## config.mk

```make
export PLATFORM = sky130hd
export DESIGN_NAME = wb_mem_bist
export DESIGN_NICKNAME = d
export VERILOG_FILES = /design/src/rtl/wb_mem_bist.sv
export SDC_FILE = /design/constraint.sdc
export NUM_CORES = 1
export LEC_CHECK = 0
export CAP_MARGIN = 20
export CORE_UTILIZATION = 49
export DETAILED_ROUTE_END_ITERATION = 10
export GPL_ROUTABILITY_DRIVEN = 0
export GPL_TIMING_DRIVEN = 0
export MAX_ROUTING_LAYER = met4
export PLACE_DENSITY = 0.83
export SYNTH_ARGS = -nofsm -noshare
export SYNTH_HDL_FRONTEND = slang
export SYNTH_SLANG_ARGS = --single-unit
```

## constraint.sdc

```tcl
create_clock -name clk -period 2.28 [get_ports clk]
set_input_delay 0.228 -clock clk [delete_from_list [all_inputs] [get_ports clk]]
set_output_delay 0.228 -clock clk [all_outputs]
set_load 0.05 [all_outputs]
```

## src/rtl/wb_mem_bist.sv

```systemverilog
// Wishbone classic memory BIST master: writes an LFSR pattern over a word window,
// reads it back, and reports pass/fail, error count and the first failing word.
module wb_mem_bist #(
  parameter int unsigned ADDR_W     = 23,
  parameter int unsigned DATA_W     = 32,
  parameter int unsigned START_ADDR = 0,
  parameter int unsigned WORD_COUNT = 1024,
  parameter logic [31:0] SEED       = 32'h0000_0001,
  parameter int unsigned TIMEOUT    = 1023
) (
  input  logic              clk,
  input  logic              rst,
  input  logic              start,
  output logic [ADDR_W-1:0] wb_addr,
  output logic [DATA_W-1:0] wb_wdata,
  input  logic [DATA_W-1:0] wb_rdata,
  output logic [3:0]        wb_sel,
  output logic              wb_we,
  output logic              wb_stb,
  output logic              wb_cyc,
  input  logic              wb_ack,
  output logic              busy,
  output logic              done,
  output logic              pass,
  output logic              fail,
  output logic              timeout,
  output logic [15:0]       err_count,
  output logic [ADDR_W-1:0] first_err_addr,
  output logic [DATA_W-1:0] first_err_data
);

  localparam logic [DATA_W-1:0] Poly    = 32'h8020_0003;
  localparam logic [DATA_W-1:0] SeedEff = (SEED == 32'h0) ? 32'h1 : SEED;
  localparam int unsigned IW = (WORD_COUNT > 1) ? $clog2(WORD_COUNT) : 1;
  localparam int unsigned TW = (TIMEOUT > 1) ? $clog2(TIMEOUT + 1) : 1;
  localparam logic [IW-1:0] IdxLast = IW'(WORD_COUNT - 1);
  localparam logic [TW-1:0] ToLast  = TW'(TIMEOUT - 1);

  typedef enum logic [2:0] {StIdle, StWr, StWrGap, StRd, StRdGap, StDone} state_e;

  state_e             state_q, state_d;
  logic [IW-1:0]      idx_q, idx_d;
  logic [DATA_W-1:0]  lfsr_q, lfsr_d, lfsr_next;
  logic [TW-1:0]      tcnt_q, tcnt_d;
  logic [15:0]        err_q, err_d;
  logic [ADDR_W-1:0]  fea_q, fea_d;
  logic [DATA_W-1:0]  fed_q, fed_d;
  logic               to_q, to_d;
  logic [ADDR_W-1:0]  addr;

  // Window wraps modulo 2^ADDR_W by plain truncation of the sum.
  assign addr      = ADDR_W'(START_ADDR) + ADDR_W'(idx_q);
  assign lfsr_next = (lfsr_q >> 1) ^ (lfsr_q[0] ? Poly : '0);

  always_ff @(posedge clk) begin
    if (rst) begin
      state_q <= StIdle;
      idx_q   <= '0;
      lfsr_q  <= SeedEff;
      tcnt_q  <= '0;
      err_q   <= '0;
      fea_q   <= '0;
      fed_q   <= '0;
      to_q    <= 1'b0;
    end else begin
      state_q <= state_d;
      idx_q   <= idx_d;
      lfsr_q  <= lfsr_d;
      tcnt_q  <= tcnt_d;
      err_q   <= err_d;
      fea_q   <= fea_d;
      fed_q   <= fed_d;
      to_q    <= to_d;
    end
  end

  always_comb begin
    state_d = state_q;
    idx_d   = idx_q;
    lfsr_d  = lfsr_q;
    tcnt_d  = tcnt_q;
    err_d   = err_q;
    fea_d   = fea_q;
    fed_d   = fed_q;
    to_d    = to_q;
    unique case (state_q)
      StIdle, StDone: begin
        if (start) begin
          state_d = StWr;
          idx_d   = '0;
          lfsr_d  = SeedEff;
          tcnt_d  = '0;
          err_d   = '0;
          fea_d   = '0;
          fed_d   = '0;
          to_d    = 1'b0;
        end
      end
      StWr: begin
        if (wb_ack) begin
          lfsr_d  = lfsr_next;
          state_d = StWrGap;
        end else if (tcnt_q == ToLast) begin
          to_d    = 1'b1;
          state_d = StDone;
        end else begin
          tcnt_d = tcnt_q + TW'(1);
        end
      end
      StWrGap: begin
        tcnt_d = '0;
        if (idx_q == IdxLast) begin
          idx_d   = '0;
          lfsr_d  = SeedEff;
          state_d = StRd;
        end else begin
          idx_d   = idx_q + IW'(1);
          state_d = StWr;
        end
      end
      StRd: begin
        if (wb_ack) begin
          lfsr_d  = lfsr_next;
          state_d = StRdGap;
          if (wb_rdata != lfsr_q) begin
            if (err_q != 16'hFFFF) err_d = err_q + 16'd1;
            // err_q only returns to zero on a new start, so zero means first error.
            if (err_q == 16'd0) begin
              fea_d = addr;
              fed_d = wb_rdata;
            end
          end
        end else if (tcnt_q == ToLast) begin
          to_d    = 1'b1;
          state_d = StDone;
        end else begin
          tcnt_d = tcnt_q + TW'(1);
        end
      end
      StRdGap: begin
        tcnt_d = '0;
        if (idx_q == IdxLast) begin
          state_d = StDone;
        end else begin
          idx_d   = idx_q + IW'(1);
          state_d = StRd;
        end
      end
      default: state_d = StIdle;
    endcase
  end

  always_comb begin
    wb_cyc         = (state_q == StWr) || (state_q == StRd);
    wb_stb         = wb_cyc;
    wb_we          = (state_q == StWr);
    wb_sel         = 4'hF;
    wb_addr        = wb_cyc ? addr : '0;
    wb_wdata       = wb_we ? lfsr_q : '0;
    busy           = (state_q == StWr) || (state_q == StWrGap) ||
                     (state_q == StRd) || (state_q == StRdGap);
    done           = (state_q == StDone);
    pass           = done && (err_q == 16'd0) && !to_q;
    fail           = done && !((err_q == 16'd0) && !to_q);
    timeout        = to_q;
    err_count      = err_q;
    first_err_addr = fea_q;
    first_err_data = fed_q;
  end

endmodule

```

==> results of run 1 <==
[state kept, by name, indices dropped and copies added (netlist names)]
name and count:
err_count 16, first_err_addr 10, first_err_data 32, idx_q 10, lfsr_q 32, state_q 3
tcnt_q 10, timeout 1
[stage by stage]
step,area [um^2],cells,TNS (ns)
final,8573,1124,0
after global routing,8573,1124,-0.2422
after CTS,8392,1120,0
after detailed placement,7908,1092,-48.13
after global placement,7908,1092,-45.87
after floorplan,6276,782,0
[layout by cell type, fill, tap and decap left out, drive strengths merged, types with 7 or more instances in the layout]
cell type / n
and2: 15
xnor2: 43
nor2: 73
nand4: 66
clkdlybuf4s50: 93
nor4: 9
a21oi: 74
nor2b: 7
o21ai: 53
nor3: 12
clkbuf: 65
and3: 35
or3: 8
mux2i: 30
buf: 89
conb: 30
dfxtp: 114
nand2: 29
o31ai: 12
inv: 12
nand3: 14
[worst paths after layout]
kind / from / cells after the start / endpoint
max: state_q[2] / 7 / wb_wdata[16]
max reg2reg: state_q[2] / 10 / err_count[0]
min reg2reg: first_err_addr[8] / 2 / first_err_addr[8]
min: wb_ack / 3 / state_q[0]
[power by group]
part	internal, uW	total (uW)	switching (uW)
Clock	1750	2680	930
Sequential	2010	2020	16.4
Combinational	252	728	477
[layer usage]
metal | share of wire (%) | track usage [%] | vias to the layer above
met2 | 46 | 45.49 | 372
met4 | 3.1 | 13.33 | 0
met1 | 42 | 39.65 | 3027
met3 | 8.3 | 5.400 | 54
met5 | 0 | - | -
li1 | - | - | 3044
[timing repair]
action	in CTS	in global routing
hold endpoints to repair	0	0
cloned	0	0
gates resized for setup	261	84
pin swaps	0	3
setup buffers	0	5
setup endpoints to repair	107	140
[cells by family (layout without fill, tap and decap cells)]
logic type                 count (synthesis)  in the layout  share of synthesized area (%)
and+or+nand+nor                          287            287                          25.26
AOI/OAI and AO/OA                        162            162                          15.07
DFF                                      114            114                          37.01
buffers and inverters                    104            278                          9.414
xor gates and xnor gates                  48             48                          6.817
muxes                                     32             32                          5.295
adders and majority gates                  5              5                          1.014
other                                      2             30                         0.1218
[area by class of cell]
type / count / share of cell area [%]
Multi-Input combinational cell: 564 / 40.66
Sequential cell: 114 / 26.72
Timing Repair Buffer: 147 / 15.92
Buffer: 89 / 6.830
Clock buffer: 19 / 5.283
Tap cell: 168 / 2.452
Clock inverter: 11 / 1.605
Inverter: 12 / 0.5254
[worst register-to-register path, cell delays in order (launching register included)]
cell and delay (ns):
dfxtp_2 0.35, nand2b_1 0.16, clkbuf_4 0.20, inv_2 0.08, nand2_1 0.10, buf_6 0.18, nor4_4 0.22, and3_4 0.25
buf_6 0.16, nor2_2 0.09, mux2_4 0.29
==> flow_summary.yaml, run 1 <==
global_routing:
  grt_pass1_wl_um: 29800
  grt_max_degree: 17
  grt_pass1_vias: 5860
  overflow: 0
  grt_usage_pct: 30.21
  antenna_found_initial: 0
run:
  cap_violations: 0
die:
  die_h_um: 114.2
  rows: 40
  die_x_um: 114.2
  dieArea_um2: 13040
  core_um2: 12160
  start_util_pct: 50.71
  ioPinCount: 174
sta:
  drv_slew: 0
  clock_skew_ns: 0.009652
  post-route-period-util_pct: 97.67
  setup_viol: 0
  hold_viol: 0
  period_needed_ns: 2.227
  hold_ws_ns: 0.3739
  worst_pin_slew_ns: 0.6245
  fmax_mhz: 449.1
  setup_ws_ns: 0.05309
  relSlewSlack_pct: 58.37
clock_network:
  cts_tree: "yes"
  cts.htree.levels: 4
  clkTransAtPathRegs_ns: 0.05
  clkLatencyLatePin_ns: 0.41
  root_buffer: "clkbuf_16"
  cts.sinks: 114
  numCtsBuffers: 17
  hold_buffers: 0
  cts_buffer_depth: 2
finish:
  multi_input_area_um2: 3486
  fill_cells: 929
  antennaDiodeCount: 0
  finish.utilization_pct: 70.49
  seq_area_um2: 2291
  area_growth_pct: 39.01
  layout.nets: 986
  drive_above_1_share_pct: 19.56
power:
  irDropWorstVdd_mv: 0.3753
  p_per_area_nw_per_um2: 633.5
  fin_total_pwr_uw: 5431
  power.leakage_uw: 0.003389
worst_setup_path:
  slowest_stage: "dfxtp_2"
  critPathKind: "flip-flop to output port"
  crit_buf_inv: 5
  cp.arrival_ns: 2.00
  cp_common_cell: "clkbuf_4"
  crit_family: "buffers and inverters"
  max_stage_delay_ns: 0.35
  critical_path.startpoint_type: "flip-flop"
  r2r_slack_ns: 0.09
  crit_required_ns: 2.05
  path_cells: "nand2b_1, clkbuf_4, inv_2, buf_4, clkbuf_4, and3_1, buf_6"
  endpoint_kind: "output port"
  path_max_fanout: 10
routing:
  viasPerCell: 5.780
  drtIter0Drc: 532
  vias: 6497
  first_pass_iters: 5
  wl_per_cell_um: 17.15
  final_antenna_net_count: 0
  drc: 0
  wl_um: 19280
logic_synthesis:
  syn_area_um2: 6167
  yosysTopAreaCellShare_pct: 37.01
  syn-instance-count: 754
  ys_ff_latch: 114
  ys_types: 59
  yosysMostFrequentCell: "dfxtp_1"
  synth-async-reset-ratio_pct: 0
  yosysTopAreaCell: "dfxtp_1"
  syn_avg_cell_area_um2: 8.179
  yosysSeqAreaShare_pct: 37.01
  yosys-top-cells-area: "dfxtp_1, nand4_1, xnor2_1"
  synth_edf_count: 0
  ys_top_cells_by_count: "dfxtp_1, a21oi_1, nor2_1, nand4_1, o21ai_1"
  ys.warnings.count: 0
  synthFlopType: "dfxtp_1"
place:
  io_buffers: 142
  dpl.hpwl_um: 13640
  pre_cts_ws_ns: -0.5795
worst_hold_path:
  min_path_type: "input port to flip-flop"
status:
  status: "completed"
No activity file was read; power rests on OpenSTA's default activity.
==> run 2: changes to the inputs <==
--- a/config.mk
+++ b/config.mk
@@ -6,12 +6,12 @@
 export NUM_CORES = 1
 export LEC_CHECK = 0
 export CAP_MARGIN = 20
-export CORE_UTILIZATION = 49
+export CORE_UTILIZATION = 52
 export DETAILED_ROUTE_END_ITERATION = 10
 export GPL_ROUTABILITY_DRIVEN = 0
 export GPL_TIMING_DRIVEN = 0
 export MAX_ROUTING_LAYER = met4
-export PLACE_DENSITY = 0.83
+export PLACE_DENSITY = 0.87
 export SYNTH_ARGS = -nofsm -noshare
 export SYNTH_HDL_FRONTEND = slang
 export SYNTH_SLANG_ARGS = --single-unit
==> constraint.sdc (replaced) <==
create_clock -name clk -period 2.8 [get_ports clk]
set_input_delay 0.28 -clock clk [delete_from_list [all_inputs] [get_ports clk]]
set_output_delay 0.28 -clock clk [all_outputs]
set_load 0.05 [all_outputs]
==> flow_summary.yaml, run 2 (synthesis gave the netlist of run 1 again) <==
sta:
  setup_viol: 0
  period_needed_ns: 2.711
  worst_pin_slew_ns: 0.7158
  setup_ws_ns: 0.08936
  drv_slew: 0
  rsz0062_at_grt: "false"
  hold_viol: 0
  relSlewSlack_pct: 51.84
  fmax_mhz: 368.9
  post-route-period-util_pct: 96.81
  final.setup.tns_ns: 0
  clock_skew_ns: 0.01712
finish:
  seq_area_um2: 2282
  area_growth_pct: 37.21
  antennaDiodeCount: 0
  drive_above_1_share_pct: 10.99
  final_cell_mix: "dfxtp_1, clkdlybuf4s50_1, a21oi_1"
  layout.nets: 983
  fill_cells: 801
  multi_input_area_um2: 3421
  layout_commonest_cell: "dfxtp_1"
clock_network:
  cts.sinks: 114
  clkLatencyLatePin_ns: 0.43
  cts_tree: "yes"
  cts_buffer_depth: 2
  numCtsBuffers: 17
  cts.htree.levels: 4
  hold_buffers: 0
  root_buffer: "clkbuf_16"
  clkTransAtPathRegs_ns: 0.05
die:
  ioPinCount: 174
  dieArea_um2: 12300
  die_x_um: 110.9
  start_util_pct: 53.78
  core_um2: 11470
  die_h_um: 110.9
  rows: 39
routing:
  drc: 0
  first_pass_iters: 6
  drtIter0Drc: 775
  wl_um: 20840
  wl_per_cell_um: 18.98
  viasPerCell: 6.123
  vias: 6723
  final_antenna_net_count: 0
global_routing:
  grt_max_degree: 17
  overflow: 0
  antenna_found_initial: 0
  grt_usage_pct: 34.30
  grt_pass1_vias: 6317
  grt_pass1_wl_um: 32640
worst_setup_path:
  crit_required_ns: 2.52
  path_max_fanout: 7
  critical_path.startpoint_type: "flip-flop"
  cp.arrival_ns: 2.43
  endpoint_kind: "output port"
  critPathKind: "flip-flop to output port"
power:
  power.leakage_uw: 0.003394
  p_per_area_nw_per_um2: 539.7
  irDropWorstVdd_mv: 0.3401
place:
  pre_cts_ws_ns: -0.1327
  io_buffers: 142
  dpl.hpwl_um: 13850
worst_hold_path:
  min_path_type: "input port to flip-flop"
run:
  cap_violations: 0
status:
  status: "completed"
## run 2: cell types whose count changed in the layout (fill, tap and decap cells not counted), moves of 5 or more
cell / previous run / this run
buf_4: 60 / 31
dlygate4sd2_1: 1 / 29
clkbuf_1: 15 / 33
clkbuf_4: 18 / 0
dfxtp_1: 107 / 114
dfxtp_2: 7 / 0
buf_1: 0 / 6
clkdlybuf4s50_1: 93 / 99
buf_2: 16 / 11
buf_6: 13 / 8
clkbuf_8: 2 / 7
## run 2: what timing repair did
action	in CTS	in global routing
gates cloned	0	0
resized for setup	41	30
setup buffers	0	0
setup endpoints to repair	45	89
## run 2: power by group
part | total [uW] | switching, uW | leakage, uW | internal, uW
Combinational | 578 | 392 | 0.00216 | 187
Sequential | 1650 | 13.0 | 0.000919 | 1630
Clock | 2340 | 777 | 0.000312 | 1570
## run 2: area by class of cell
type | count | share of cell area [%]
Tap cell | 143 | 2.114
Buffer | 91 | 6.329
Clock inverter | 7 | 1.405
Multi-Input combinational cell | 564 | 40.43
Inverter | 12 | 0.5323
Clock buffer | 25 | 6.210
Timing Repair Buffer | 142 | 16.01
Sequential cell | 114 | 26.97
## run 2: worst paths after layout
path / cells after the start / end / slack, ns / from
worst max-delay path: 7 / pass / 0.09 / err_count[0]
worst min-delay path: 3 / state_q[0] / 0.41 / wb_ack
worst max register to register: 7 / err_count[9] / 0.10 / state_q[2]
worst min register to register: 2 / first_err_addr[6] / 0.48 / first_err_addr[6]
## run 2: worst max-delay path, stage by stage, from the launching register on
cell and delay, ns:
dfxtp_1 0.39, inv_1 0.11, ha_1 0.18, nor4b_1 0.39
nand4_1 0.16, nor2_1 0.14, and2_1 0.13, dlygate4sd2_1 0.52
## run 2: stage by stage
step           hold WS (ns)  std cells  instance area [um^2]  util (%)  power, uW
2_1_floorplan        0.4343        782                  6272         -       2071
3_3_place_gp         0.4634       1067                  7873     68.65       2231
3_5_place_dp         0.4716       1067                  7873     68.65       2234
4_1_cts              0.3821       1098                  8462     73.79       4526
5_1_grt              0.4863       1098                  8462     73.79       4653
6_report             0.4113       1098                  8462     73.79       4567
## run 2: routing by layer
metal / track usage (%) / vias up / part of all wire, %
met5: - / - / 0
met4: 17.42 / 0 / 4.8
met3: 7.217 / 95 / 10
met2: 54.49 / 484 / 46
met1: 41.12 / 3116 / 39
li1: - / 3028 / -
==> run 3: changes to the inputs <==
--- a/config.mk
+++ b/config.mk
@@ -6,12 +6,15 @@
 export NUM_CORES = 1
 export LEC_CHECK = 0
 export CAP_MARGIN = 20
-export CORE_UTILIZATION = 52
+export CELL_PAD_IN_SITES_DETAIL_PLACEMENT = 1
+export CELL_PAD_IN_SITES_GLOBAL_PLACEMENT = 1
+export CORE_UTILIZATION = 38
 export DETAILED_ROUTE_END_ITERATION = 10
 export GPL_ROUTABILITY_DRIVEN = 0
 export GPL_TIMING_DRIVEN = 0
 export MAX_ROUTING_LAYER = met4
 export PLACE_DENSITY = 0.87
+export SETUP_SLACK_MARGIN = 0.15
 export SYNTH_ARGS = -nofsm -noshare
 export SYNTH_HDL_FRONTEND = slang
 export SYNTH_SLANG_ARGS = --single-unit
==> flow_summary.yaml, run 3 (synthesis gave the netlist of run 1 again) <==
worst_hold_path:
  min_path_type: "input port to flip-flop"
global_routing:
  grt_pass1_wl_um: 35180
  grt_usage_pct: 28.51
  antenna_found_initial: 0
  grt_max_degree: 17
  overflow: 0
  grt_pass1_vias: 6566
power:
  irDropWorstVdd_mv: 0.4804
  power.leakage_uw: 0.003289
  p_per_area_nw_per_um2: 512.9
  fin_total_pwr_uw: 4430
die:
  ioPinCount: 174
  start_util_pct: 38.82
  die_h_um: 129.4
  dieArea_um2: 16740
  core_um2: 15890
  rows: 46
  die_x_um: 129.4
worst_setup_path:
  endpoint: "wb_wdata[23]"
  critPathKind: "flip-flop to output port"
  cp.arrival_ns: 2.27
  endpoint_kind: "output port"
  rr_startpoint: "state_q[2]"
  reg2reg_depth: 10
  r2r_slack_ns: 0.32
  crit_start: "state_q[2]"
  critical_path.startpoint_type: "flip-flop"
  reg2reg_to: "first_err_addr[9]"
  path_max_fanout: 10
  crit_required_ns: 2.52
routing:
  first_pass_iters: 5
  final_antenna_net_count: 0
  viasPerCell: 5.520
  wl_um: 22730
  vias: 6470
  drtIter0Drc: 429
  drc: 0
  wl_per_cell_um: 19.39
sta:
  clock_skew_ns: 0.005577
  hold_viol: 0
  drv_slew: 0
  hold_ws_ns: 0.4146
  worst_pin_slew_ns: 0.9725
  period_needed_ns: 2.555
  post-route-period-util_pct: 91.24
  rsz0062_at_grt: "false"
  fmax_mhz: 391.5
  relSlewSlack_pct: 34.57
  setup_viol: 0
clock_network:
  clkTransAtPathRegs_ns: 0.05
  cts_tree: "yes"
  cts_buffer_depth: 2
  cts.sinks: 114
  cts.htree.levels: 4
  numCtsBuffers: 17
  post-cts-setup-buffers: 0
  root_buffer: "clkbuf_16"
  clkLatencyLatePin_ns: 0.42
finish:
  layout.nets: 984
  area_growth_pct: 40.07
  drive_above_1_share_pct: 15.39
  layout_commonest_cell: "dfxtp_1"
  final_cell_mix: "dfxtp_1, clkdlybuf4s50_1, a21oi_1"
place:
  dpl.hpwl_um: 16300
  io_buffers: 142
status:
  status: "completed"
run:
  cap_violations: 0
## run 3: report_power, final
part           switching, uW  internal, uW  total, uW
Clock                    751          1440       2190
Sequential              14.1          1630       1650
Combinational            398           190        588
## run 3: worst min-delay path by stage
stage	from	endpoint	slack [ns]	depth (start not counted)
6_report	wb_ack	state_q[0]	0.41	3
5_1_grt	wb_ack	state_q[0]	0.42	3
4_1_cts	wb_ack	state_q[0]	0.40	3
3_5_place_dp	first_err_data[4]	first_err_data[4]	0.47	2
3_3_place_gp	first_err_addr[0]	first_err_addr[0]	0.47	2
2_1_floorplan	wb_rdata[0]	first_err_data[0]	0.43	2
## run 3: final cells by class
class	instances	area, um^2
buffer	92	555.5
timing repair buffer	142	1454
sequential	114	2282
clock inverter	4	70.07
fill	1920	7247
multi-input combinational	564	3436
tap	216	270.3
inverter	12	45.04
antenna	1	2.502
clock buffer	27	523.0
## run 3: per-layer routing
| metal | global-route usage, % | part of all wire [%] | vias up |
|---|---|---|---|
| li1 | - | - | 3032 |
| met1 | 36.05 | 45 | 3155 |
| met2 | 45.07 | 48 | 236 |
| met3 | 4.046 | 4.8 | 47 |
| met4 | 12.87 | 2.7 | 0 |
| met5 | - | 0 | - |
## run 3: critical path, stage by stage, from the launching register on
cell and delay, ns:
dfxtp_1 0.35, nand2b_1 0.15, clkbuf_4 0.20, inv_2 0.08
clkbuf_4 0.23, buf_2 0.28, and3_1 0.19, clkdlybuf4s15_2 0.37
## run 3: timing repair
item | 4_1_cts | 5_1_grt
endpoints found under the setup margin | 92 | 92
hold buffers | 0 | 0
gates resized for setup | 134 | 27
## run 3: through the flow
stage               worst slack (ns)  instance area (um^2)  setup TNS, ns  utilization (%)  instances
finish                        0.2454                  8638              0            54.38       1172
global route                  0.1430                  8636              0            54.36       1171
CTS                          0.02740                  8615              0            54.23       1171
detailed placement           -0.1605                  7964         -4.074            50.13       1140
global placement             -0.1530                  7964         -3.526            50.13       1140
floorplan                     0.4304                  6272              0                -        782
